[config.mk]
export PLATFORM = sky130hd
export DESIGN_NAME = csa_16bit
export DESIGN_NICKNAME = d
export VERILOG_FILES = /design/src/rtl/csa_16bit.sv
export SDC_FILE = /design/constraint.sdc
export NUM_CORES = 1
export LEC_CHECK = 0
export CAP_MARGIN = 15
export CORE_MARGIN = 2
export CORE_UTILIZATION = 37
export CTS_CLUSTER_SIZE = 40
export DETAILED_ROUTE_END_ITERATION = 10
export GPL_TIMING_DRIVEN = 1
export PLACE_DENSITY = 0.78
export SYNTH_ARGS = -nofsm -noshare
export SYNTH_HDL_FRONTEND = slang
export SYNTH_SLANG_ARGS = --single-unit
[constraint.sdc]
create_clock -name clk -period 7.7 [get_ports clk]
set_input_delay 1.54 -clock clk [delete_from_list [all_inputs] [get_ports clk]]
set_output_delay 1.54 -clock clk [all_outputs]
set_load 0.02 [all_outputs]
[src/rtl/csa_16bit.sv]
// 16-bit carry-select adder with registered {cout,sum}; segments of BLOCK_W bits.
// Optional CSA_OVF_EN adds a registered signed-overflow output ovf.
module csa_16bit #(
  parameter int unsigned BLOCK_W = 4
) (
  input  logic        clk,
  input  logic        rst,
  input  logic [15:0] x,
  input  logic [15:0] y,
  input  logic        cin,
  output logic [15:0] sum,
  output logic        cout
`ifdef CSA_OVF_EN
  ,
  output logic        ovf
`endif
);

  localparam int unsigned NSEG = 16 / BLOCK_W;

  logic [15:0]   s_comb;
  logic [NSEG:0] seg_carry;

  assign seg_carry[0] = cin;

  genvar k, b;
  generate
    for (k = 0; k < NSEG; k++) begin : g_seg
      if (k == 0) begin : g_first
        logic [BLOCK_W:0] c;
        assign c[0] = seg_carry[0];
        for (b = 0; b < BLOCK_W; b++) begin : g_bit
          assign s_comb[b] = x[b] ^ y[b] ^ c[b];
          assign c[b+1]    = (x[b] & y[b]) | (c[b] & (x[b] ^ y[b]));
        end
        assign seg_carry[1] = c[BLOCK_W];
      end else begin : g_upper
        // Both carry-in assumptions are computed up front; the incoming carry only drives the mux.
        logic [BLOCK_W:0]   c0, c1;
        logic [BLOCK_W-1:0] s0, s1;
        assign c0[0] = 1'b0;
        assign c1[0] = 1'b1;
        for (b = 0; b < BLOCK_W; b++) begin : g_bit
          assign s0[b]    = x[k*BLOCK_W+b] ^ y[k*BLOCK_W+b] ^ c0[b];
          assign c0[b+1]  = (x[k*BLOCK_W+b] & y[k*BLOCK_W+b]) |
                            (c0[b] & (x[k*BLOCK_W+b] ^ y[k*BLOCK_W+b]));
          assign s1[b]    = x[k*BLOCK_W+b] ^ y[k*BLOCK_W+b] ^ c1[b];
          assign c1[b+1]  = (x[k*BLOCK_W+b] & y[k*BLOCK_W+b]) |
                            (c1[b] & (x[k*BLOCK_W+b] ^ y[k*BLOCK_W+b]));
        end
        assign s_comb[k*BLOCK_W +: BLOCK_W] = seg_carry[k] ? s1 : s0;
        assign seg_carry[k+1]               = seg_carry[k] ? c1[BLOCK_W] : c0[BLOCK_W];
      end
    end
  endgenerate

  always_ff @(posedge clk) begin
    if (rst) begin
      sum  <= '0;
      cout <= 1'b0;
    end else begin
      sum  <= s_comb;
      cout <= seg_carry[NSEG];
    end
  end

`ifdef CSA_OVF_EN
  always_ff @(posedge clk) begin
    if (rst) ovf <= 1'b0;
    else     ovf <= (x[15] == y[15]) && (s_comb[15] != x[15]);
  end
`endif

endmodule

==> qor.csv <==
metric,value,unit
highest-delay cell along the critical path,fa_1,
Leakage,0.000680,uW
number of search-and-repair iterations in the first detailed-routing pass,2,
Seq cells post-synth,17,
Post-Route Setup TNS,0,ps
cell depth of the worst min-delay path,4,
Highest Clock Rate,140,MHz
area growth from synthesis to final layout,61.3,%
area fraction in compound gates after synthesis,0.543,%
leading cell type by number of instances after synthesis,inv_1,
Worst Setup Path Type,in2reg,
WL final,1.77,mm
Total Power Consumption,238,uW
num ports,52,
Via density,4.19,
worst hold-check path type,in2reg,
total global routing track utilization,13.2,%
fraction of synthesized cell area taken by the top area cell type,37.0,%
sort of element at the start of the critical path,primary input,
aggregate global routing overflow,0,
synthesized area per cell,11.4,um2
share of the synthesized netlist area taken by xor and xnor gates,2.85,%
setup slack at placement,251,ps
Wirelength per Cell,10.7,um
final cycle utilization of the critical path,92.6,%
peak ir drop on the vdd network,0.112,mV
starting density of the core,38.2,%
Slew Limit Headroom,65.7,%
number of standard cells after synthesis,81,
non-filler cells in the finished layout,165,
global routing met1 resource utilization,10.1,%
share of synthesized registers carrying an async set or reset,0,%
number of setup violations in the final report,0,
leading register cell type out of synthesis,dfxtp_1,
placement row count,18,
count of different cell masters after synthesis,12,
global routing met3 resource utilization,5.28,%
Die ar.,2900,um2
DRC Markers,0,
TritonCTS Sinks,17,
Worst Max-Slew Pin Slew,513,ps
overall die width,53.9,um
largest net degree at the start of global routing,18,
number of buffers added on ports,51,
netlist area before placement,921,um2
Critical Path Fanout Max,3,
share of cell area taken by muxes after synthesis,2.17,%
maximum buffer depth of the clock tree,2,
overall die height,53.9,um
YS warnings,0,
"Req. time, crit path",7920,ps
clock-pin transition on the worst setup and hold timing paths,90,ps
run status,completed,
origin of the worst min-delay path,x[7],
Root Buffer Master,clkbuf_4,
Hold Buf Count CTS,0,
PostCTS Resize Cnt,0,
data arrival time of the worst path,7350,ps
share of post-route cells with drive strength above 1,8.15,%
post-synthesis adder-cell area fraction,36.4,%
number of buffers added by the clock tree synthesis step,3,
post-CTS setup buffers,0,
endpoint of the worst hold path,sum[7],
Final Slew Violations,0,
Initial DRC Count,1,
simple-gate portion of the synthesized area,11.7,%
# nets final,190,
Worst path top cell family by delay,adder cells,
met2 global-route usage,27.4,%
final HPWL from detailed placement,1.60,mm
buffer and inverter count on the worst path,5,
unrepaired setup endpoints after global routing,no,
depth of the CTS H-tree,1,
Commonest cells post-synth,"inv_1 (20), dfxtp_1 (17), fa_1 (13), nor2_1 (8), and2b_2 (7)",
Post-synth EDFFs,0,
largest cells by area after synthesis,"dfxtp_1 (37%), fa_1 (28%), ha_1 (8.2%)",
busiest metal layer after global routing,met2,
wire length of the first global-routing pass,2.61,mm
worst-path cell chain,clkdlybuf4s50_1 > fa_1 > fa_1 > fa_1 > inv_1 > fa_1 > mux2i_1 > fa_1 > fa_1 > inv_1 > fa_1 > o21ai_0 > fa_1 > fa_1 > inv_1 > fa_1 > mux2i_1 > fa_1 > fa_1 > inv_1 > fa_1 > nor2_1,
minimum clock period after layout,7130,ps
diode count,0,
via count of the routed design,692,
antenna violations before repair,0,
category of the worst setup path capture point,flop,
Core Box Area,2410,um2
power density cells,161,nW/um2
final setup margin,573,ps
weighted congestion at the end of routability-driven global placement,0.610,
number of global-route vias before repair,706,
DP Cell Count,161,
Worst path most repeated cell,fa_1,
Post-Synthesis Net Count,135,
Slowest Stage Delay on Critical Path,440,ps
TritonCTS clock tree,yes,
combinational family with the most area after synthesis,adder cells,
leading area contributor after synthesis,dfxtp_1,
number of max-cap violations,0,
sequential fraction of the synthesis area,37.0,%
Final Hold Vio Count,0,
count of nets left with antenna violations after detail routing,0,
metrics by stage:
stage	utilization, %	area, um2	hold slack, ps
finish	61.6	1490	1960
global route	61.6	1490	1970
CTS	61.6	1490	1950
detailed placement	60.5	1460	2270
global placement	60.5	1460	2250
floorplan	-	921	1730
how the worst max path moves through the flow:
stage          slack [ps]  startpoint  depth (start not counted)  endpoint
2_1_floorplan        1100        y[0]                         21   sum[15]
4_1_cts               550        y[0]                         22   sum[15]
3_5_place_dp          250        y[0]                         22   sum[15]
6_report              570        y[0]                         22   sum[15]
5_1_grt               230        y[0]                         23   sum[15]
3_3_place_gp          420        y[0]                         22   sum[15]
cell type report:
type | instances | area, um2
clock inverters | 1 | 5.00
inverters | 20 | 75.1
well taps | 30 | 37.5
flip-flops and latches | 17 | 340
fillers | 210 | 925
clock buffers | 3 | 22.5
repair buffers | 51 | 510
multi-input cells | 43 | 494
placed cells by master (no fill, tap or decap):
| cell | count |
|---|---|
| clkdlybuf4s50_1 | 51 |
| inv_1 | 20 |
| dfxtp_1 | 17 |
| fa_1 | 13 |
| nor2_1 | 8 |
| and2b_2 | 7 |
| ha_1 | 6 |
| xor2_1 | 3 |
| clkbuf_4 | 3 |
| mux2i_1 | 2 |
| nor2b_1 | 2 |
| nand2_1 | 1 |
| o21ai_0 | 1 |
| clkinv_2 | 1 |
layer usage:
layer  routed length [um]  vias to the layer above  share of wire, %
met4                   27                        0               1.5
met5                    0                        -                 0
met1                  518                      322                29
li1                     -                      335                 -
met2                 1100                       31                62
met3                  121                        4               6.8
report_power, final:
group / switching (uW) / leakage (uW) / internal, uW
registers: 2.74 / 0.000142 / 99.4
logic: 39.1 / 0.000521 / 50.5
clock network: 27.4 / 0.0000177 / 19.3
total: 69.3 / 0.000680 / 169
kinds of logic (layout without fill, tap and decap cells):
family                     after synthesis  in the layout
AOI/OAI and AO/OA                        1              1
xor gates and xnor gates                 3              3
adders and majority gates               19             19
buffers and inverters                   21             75
DFF                                     17             17
muxes                                    2              2
and+or+nand+nor                         18             18
flip-flops by register name, indices dropped and copies added (netlist names):
name / cells
cout: 1
sum: 16
No activity file was read; power rests on OpenSTA's default activity.
